`config.mk`:
```
export PLATFORM = sky130hd
export DESIGN_NAME = piso_bit_feeder
export DESIGN_NICKNAME = d
export VERILOG_FILES = /design/src/rtl/piso_bit_feeder.sv
export SDC_FILE = /design/constraint.sdc
export NUM_CORES = 1
export LEC_CHECK = 0
export CAP_MARGIN = 20
export CELL_PAD_IN_SITES_DETAIL_PLACEMENT = 0
export CELL_PAD_IN_SITES_GLOBAL_PLACEMENT = 1
export CORE_MARGIN = 4
export CORE_UTILIZATION = 39
export CTS_BUF_LIST = sky130_fd_sc_hd__clkbuf_4 sky130_fd_sc_hd__clkbuf_8
export DETAILED_ROUTE_END_ITERATION = 16
export HOLD_SLACK_MARGIN = 0.12
export PLACE_DENSITY = 0.85
export SLEW_MARGIN = 20
export SYNTH_ARGS = -nofsm -noshare
export SYNTH_HDL_FRONTEND = slang
export SYNTH_SLANG_ARGS = --single-unit
```
`constraint.sdc`:
```
create_clock -name clk -period 5.39 [get_ports clk]
set_input_delay 1.617 -clock clk [delete_from_list [all_inputs] [get_ports clk]]
set_output_delay 1.617 -clock clk [all_outputs]
set_load 0.005 [all_outputs]
```
`src/rtl/piso_bit_feeder.sv`:
```
`default_nettype none
// ============================================================================
// Module      : piso_bit_feeder
// Description : Parallel-in/serial-out feeder with gap-free back-to-back
//               words, driving the xin input of a serial pattern detector.
// Revision    : 1.0 - initial release
// ============================================================================
module piso_bit_feeder #(
  parameter int WIDTH     = 8,
  parameter bit MSB_FIRST = 1'b1
) (
  input  logic             clk,
  input  logic             rst,
  input  logic [WIDTH-1:0] din,
  input  logic             din_valid,
  output logic             din_ready,
  output logic             xout,
  output logic             xout_valid,
  output logic             busy,
  output logic             word_done
);

  localparam int               CNT_W    = (WIDTH > 1) ? $clog2(WIDTH) : 1;
  localparam logic [CNT_W-1:0] CNT_LAST = CNT_W'(WIDTH - 1);

  if ((WIDTH < 2) || (WIDTH > 32)) begin : g_bad_width
    $error("piso_bit_feeder: WIDTH must be in 2..32");
  end

  typedef enum logic [0:0] {
    S_IDLE  = 1'b0,
    S_SHIFT = 1'b1
  } state_t;

  state_t             state_q, state_d;
  logic [WIDTH-1:0]   shreg_q, shreg_d;
  logic [CNT_W-1:0]   cnt_q,   cnt_d;
  logic               last_bit;
  logic               accept;

  assign last_bit  = (state_q == S_SHIFT) && (cnt_q == CNT_LAST);
  assign din_ready = rst && ((state_q == S_IDLE) || last_bit);
  assign accept    = din_valid && din_ready;

  always_comb begin
    state_d = state_q;
    shreg_d = shreg_q;
    cnt_d   = cnt_q;
    case (state_q)
      S_IDLE: begin
        if (accept) begin
          state_d = S_SHIFT;
          shreg_d = din;
          cnt_d   = '0;
        end
      end
      S_SHIFT: begin
        if (!last_bit) begin
          if (MSB_FIRST) begin
            shreg_d = {shreg_q[WIDTH-2:0], 1'b0};
          end else begin
            shreg_d = {1'b0, shreg_q[WIDTH-1:1]};
          end
          cnt_d = cnt_q + CNT_W'(1);
        end else if (accept) begin
          shreg_d = din;
          cnt_d   = '0;
        end else begin
          // Clearing the register keeps the registered xout at 0 while idle.
          state_d = S_IDLE;
          shreg_d = '0;
          cnt_d   = '0;
        end
      end
      default: begin
        state_d = S_IDLE;
        shreg_d = '0;
        cnt_d   = '0;
      end
    endcase
  end

  always_ff @(posedge clk or negedge rst) begin
    if (!rst) begin
      state_q <= S_IDLE;
      shreg_q <= '0;
      cnt_q   <= '0;
    end else begin
      state_q <= state_d;
      shreg_q <= shreg_d;
      cnt_q   <= cnt_d;
    end
  end

  if (MSB_FIRST) begin : g_msb_first
    assign xout = shreg_q[WIDTH-1];
  end else begin : g_lsb_first
    assign xout = shreg_q[0];
  end

  assign xout_valid = (state_q == S_SHIFT);
  assign busy       = (state_q == S_SHIFT);
  assign word_done  = last_bit;

endmodule
`default_nettype wire

```
==> flow_summary.json <==
{
  "ys_async_sr_fraction": 1.000,
  "synth_warnings": 0,
  "clk_path_buf_depth": 2,
  "final_nets": 83,
  "gp_congestion": 0.7423,
  "cts_made_buffers": 3,
  "dieArea_um2": 2162,
  "cts.clk_slew.worst_paths_ps": 60,
  "yosys-top-cells-count": "dfrtp_1, nand2_1, nand3_1",
  "cts_sinks": 12,
  "grt_setup_unrepaired": "false",
  "crit_slowest_cell": "clkdlybuf4s50_1",
  "start_util": 0.4282,
  "grt_overflow": 0,
  "cts_hold_buf": 0,
  "fin_hold_ws_ps": 504.6,
  "cp_top_family": "buffers and inverters",
  "synthesis.area_um2": 578.1,
  "holdCritPathClass": "reg -> reg",
  "grt_pass1_vias": 388,
  "max_slew_margin": 0.6987,
  "setup_tns_ps": 0,
  "firstDrtPassIters": 4,
  "clkLatencyLatePin_ps": 260,
  "synth.largest_area_cell": "dfrtp_1",
  "path_class": "in -> out",
  "avgSynthCellArea_um2": 10.91,
  "skew_ps": 0.4274,
  "fmax_ghz": 0.2205,
  "cts_resized": 0,
  "total_power_uw": 320.8,
  "instances_no_fill": 83,
  "die_h_um": 46.50,
  "synth.distinct_cells": 17,
  "cp_max_fo": 15,
  "ir_drop_mv": 0.2278,
  "powerDensity_nw_per_um2": 436.0,
  "critPathMaxStageDelay_ps": 490,
  "drv_cap": 0,
  "grt_usage": 0.1177,
  "antenna_found_initial": 0,
  "postRouteAntennaNets": 0,
  "synthCells": 53,
  "setup_violations": 0,
  "ys_seq_elements": 12,
  "syn_nets": 66,
  "grt_max_degree": 16,
  "worst_slew_pin_slew_ps": 452.0,
  "root_buffer": "clkbuf_4",
  "cp.required_ps": 3770,
  "post-route-drc-count": 0,
  "synth_ff_type": "dfrtp_1",
  "routedWlPerCell_um": 12.88,
  "synth.area.top_cells": "dfrtp_1, a22oi_1, nand3_1, buf_6, nand2_1",
  "cp_num_buf_inv": 3,
  "ios": 16,
  "post_cts_buffers": 0,
  "viasPerCell": 5.446,
  "coreArea_um2": 1350,
  "cp-end-kind": "primary output",
  "io_buffer_count": 15,
  "regArea_um2": 300.3,
  "synth.top_cell.area_share": 0.5195,
  "min_period_over_period": 0.8416,
  "synth_edf_count": 0,
  "via_count": 452,
  "yosysMostFrequentCell": "dfrtp_1",
  "ys_seq_area_frac": 0.5195,
  "dp.cells": 80,
  "crit_path_start_kind": "input port",
  "crit_chain": "clkdlybuf4s50_1, buf_4, and2_1, clkdlybuf4s50_1",
  "dp_hpwl_um": 749,
  "multi_input_area_um2": 232.7,
  "path_common_cell": "clkdlybuf4s50_1",
  "status": "completed",
  "syn2layout_area_growth_pct": 27.27,
  "wl_um": 1069,
  "h-tree-depth": 1,
  "arrival_ps": 2920,
  "antenna_cells": 0,
  "die_w_um": 46.50,
  "cts_tree": "built",
  "placementRows": 13,
  "drive_gt1_frac": 0.1029,
  "final_max_slew_viol_count": 0,
  "drt-initial-drc-count": 9,
  "grt_pass1_wl_um": 1642,
  "power_leakage_uw": 0.0003460,
  "fill_cells": 125,
  "hold_viol_final": 0,
  "period_needed_ps": 4536
}
power breakdown:
| part | total (uW) | internal, uW | leakage, uW | switching (uW) |
|---|---|---|---|---|
| logic | 124 | 67.4 | 0.000178 | 56.4 |
| registers | 146 | 124 | 0.000155 | 21.9 |
| clock network | 51.4 | 25.8 | 0.0000138 | 25.5 |
final cells by class:
cell class | instances | area share
Sequential cell | 12 | 0.4082
Multi-Input combinational cell | 36 | 0.3163
Timing Repair Buffer | 16 | 0.2143
Clock buffer | 3 | 0.03061
Tap cell | 15 | 0.02551
Inverter | 1 | 0.005102
kinds of logic after synthesis:
| kind of cell | Yosys count | share of synthesized area |
|---|---|---|
| buffers and inverters | 5 | 0.07792 |
| DFF | 12 | 0.5195 |
| and+or+nand+nor | 22 | 0.2013 |
| adders and majority gates | 2 | 0.04328 |
| AOI/OAI and AO/OA | 12 | 0.1580 |
routing by layer:
layer | global-route usage | vias to the layer above | part of all wire
met1 | 0.1345 | 208 | 0.46
met2 | 0.1758 | 22 | 0.43
met4 | 0.06818 | 0 | 0.018
li1 | - | 220 | -
met3 | 0.05859 | 2 | 0.089
met5 | 0 | - | 0
per-stage QoR:
step | instance area (um2) | setup slack, ps | util
2_1_floorplan | 578.1 | 2031 | -
3_5_place_dp | 713.2 | 839.8 | 0.5283
6_report | 735.7 | 854.0 | 0.5449
5_1_grt | 735.7 | 764.4 | 0.5449
3_3_place_gp | 713.2 | 854.1 | 0.5283
4_1_cts | 735.7 | 841.7 | 0.5449
worst register-to-register path: stages (launching register included):
cell      delay, ps
dfrtp_1         400
ha_1            210
ha_1            220
nand2b_1        330
nand3_1         160
o31ai_1          80
state kept, by name, summed over array words and instances, names as in the netlist:
register / cells
shreg_q: 8
cnt_q: 3
busy: 1
final timing paths:
path | start | endpoint | slack, ps | depth (start not counted)
setup / recovery | rst | din_ready | 850 | 4
hold / removal | shreg_q[7] | shreg_q[7] | 500 | 2
setup reg to reg | cnt_q[0] | shreg_q[0] | 3870 | 5
hold reg to reg | shreg_q[7] | shreg_q[7] | 500 | 2
max in group asynchronous | rst | shreg_q[7] | 3580 | 2
min in group asynchronous | rst | cnt_q[2] | 1650 | 2
cell usage in the layout, fill, tap and decap left out, drive strengths merged:
cell,instances
a21oi,1
a22o,2
a22oi,7
and2,3
buf,1
clkbuf,3
clkdlybuf4s50,15
dfrtp,12
ha,2
inv,1
nand2,8
nand2b,1
nand3,8
nor2b,1
o21ai,1
o31ai,1
or2,1
(Power assumes the default switching activity.)
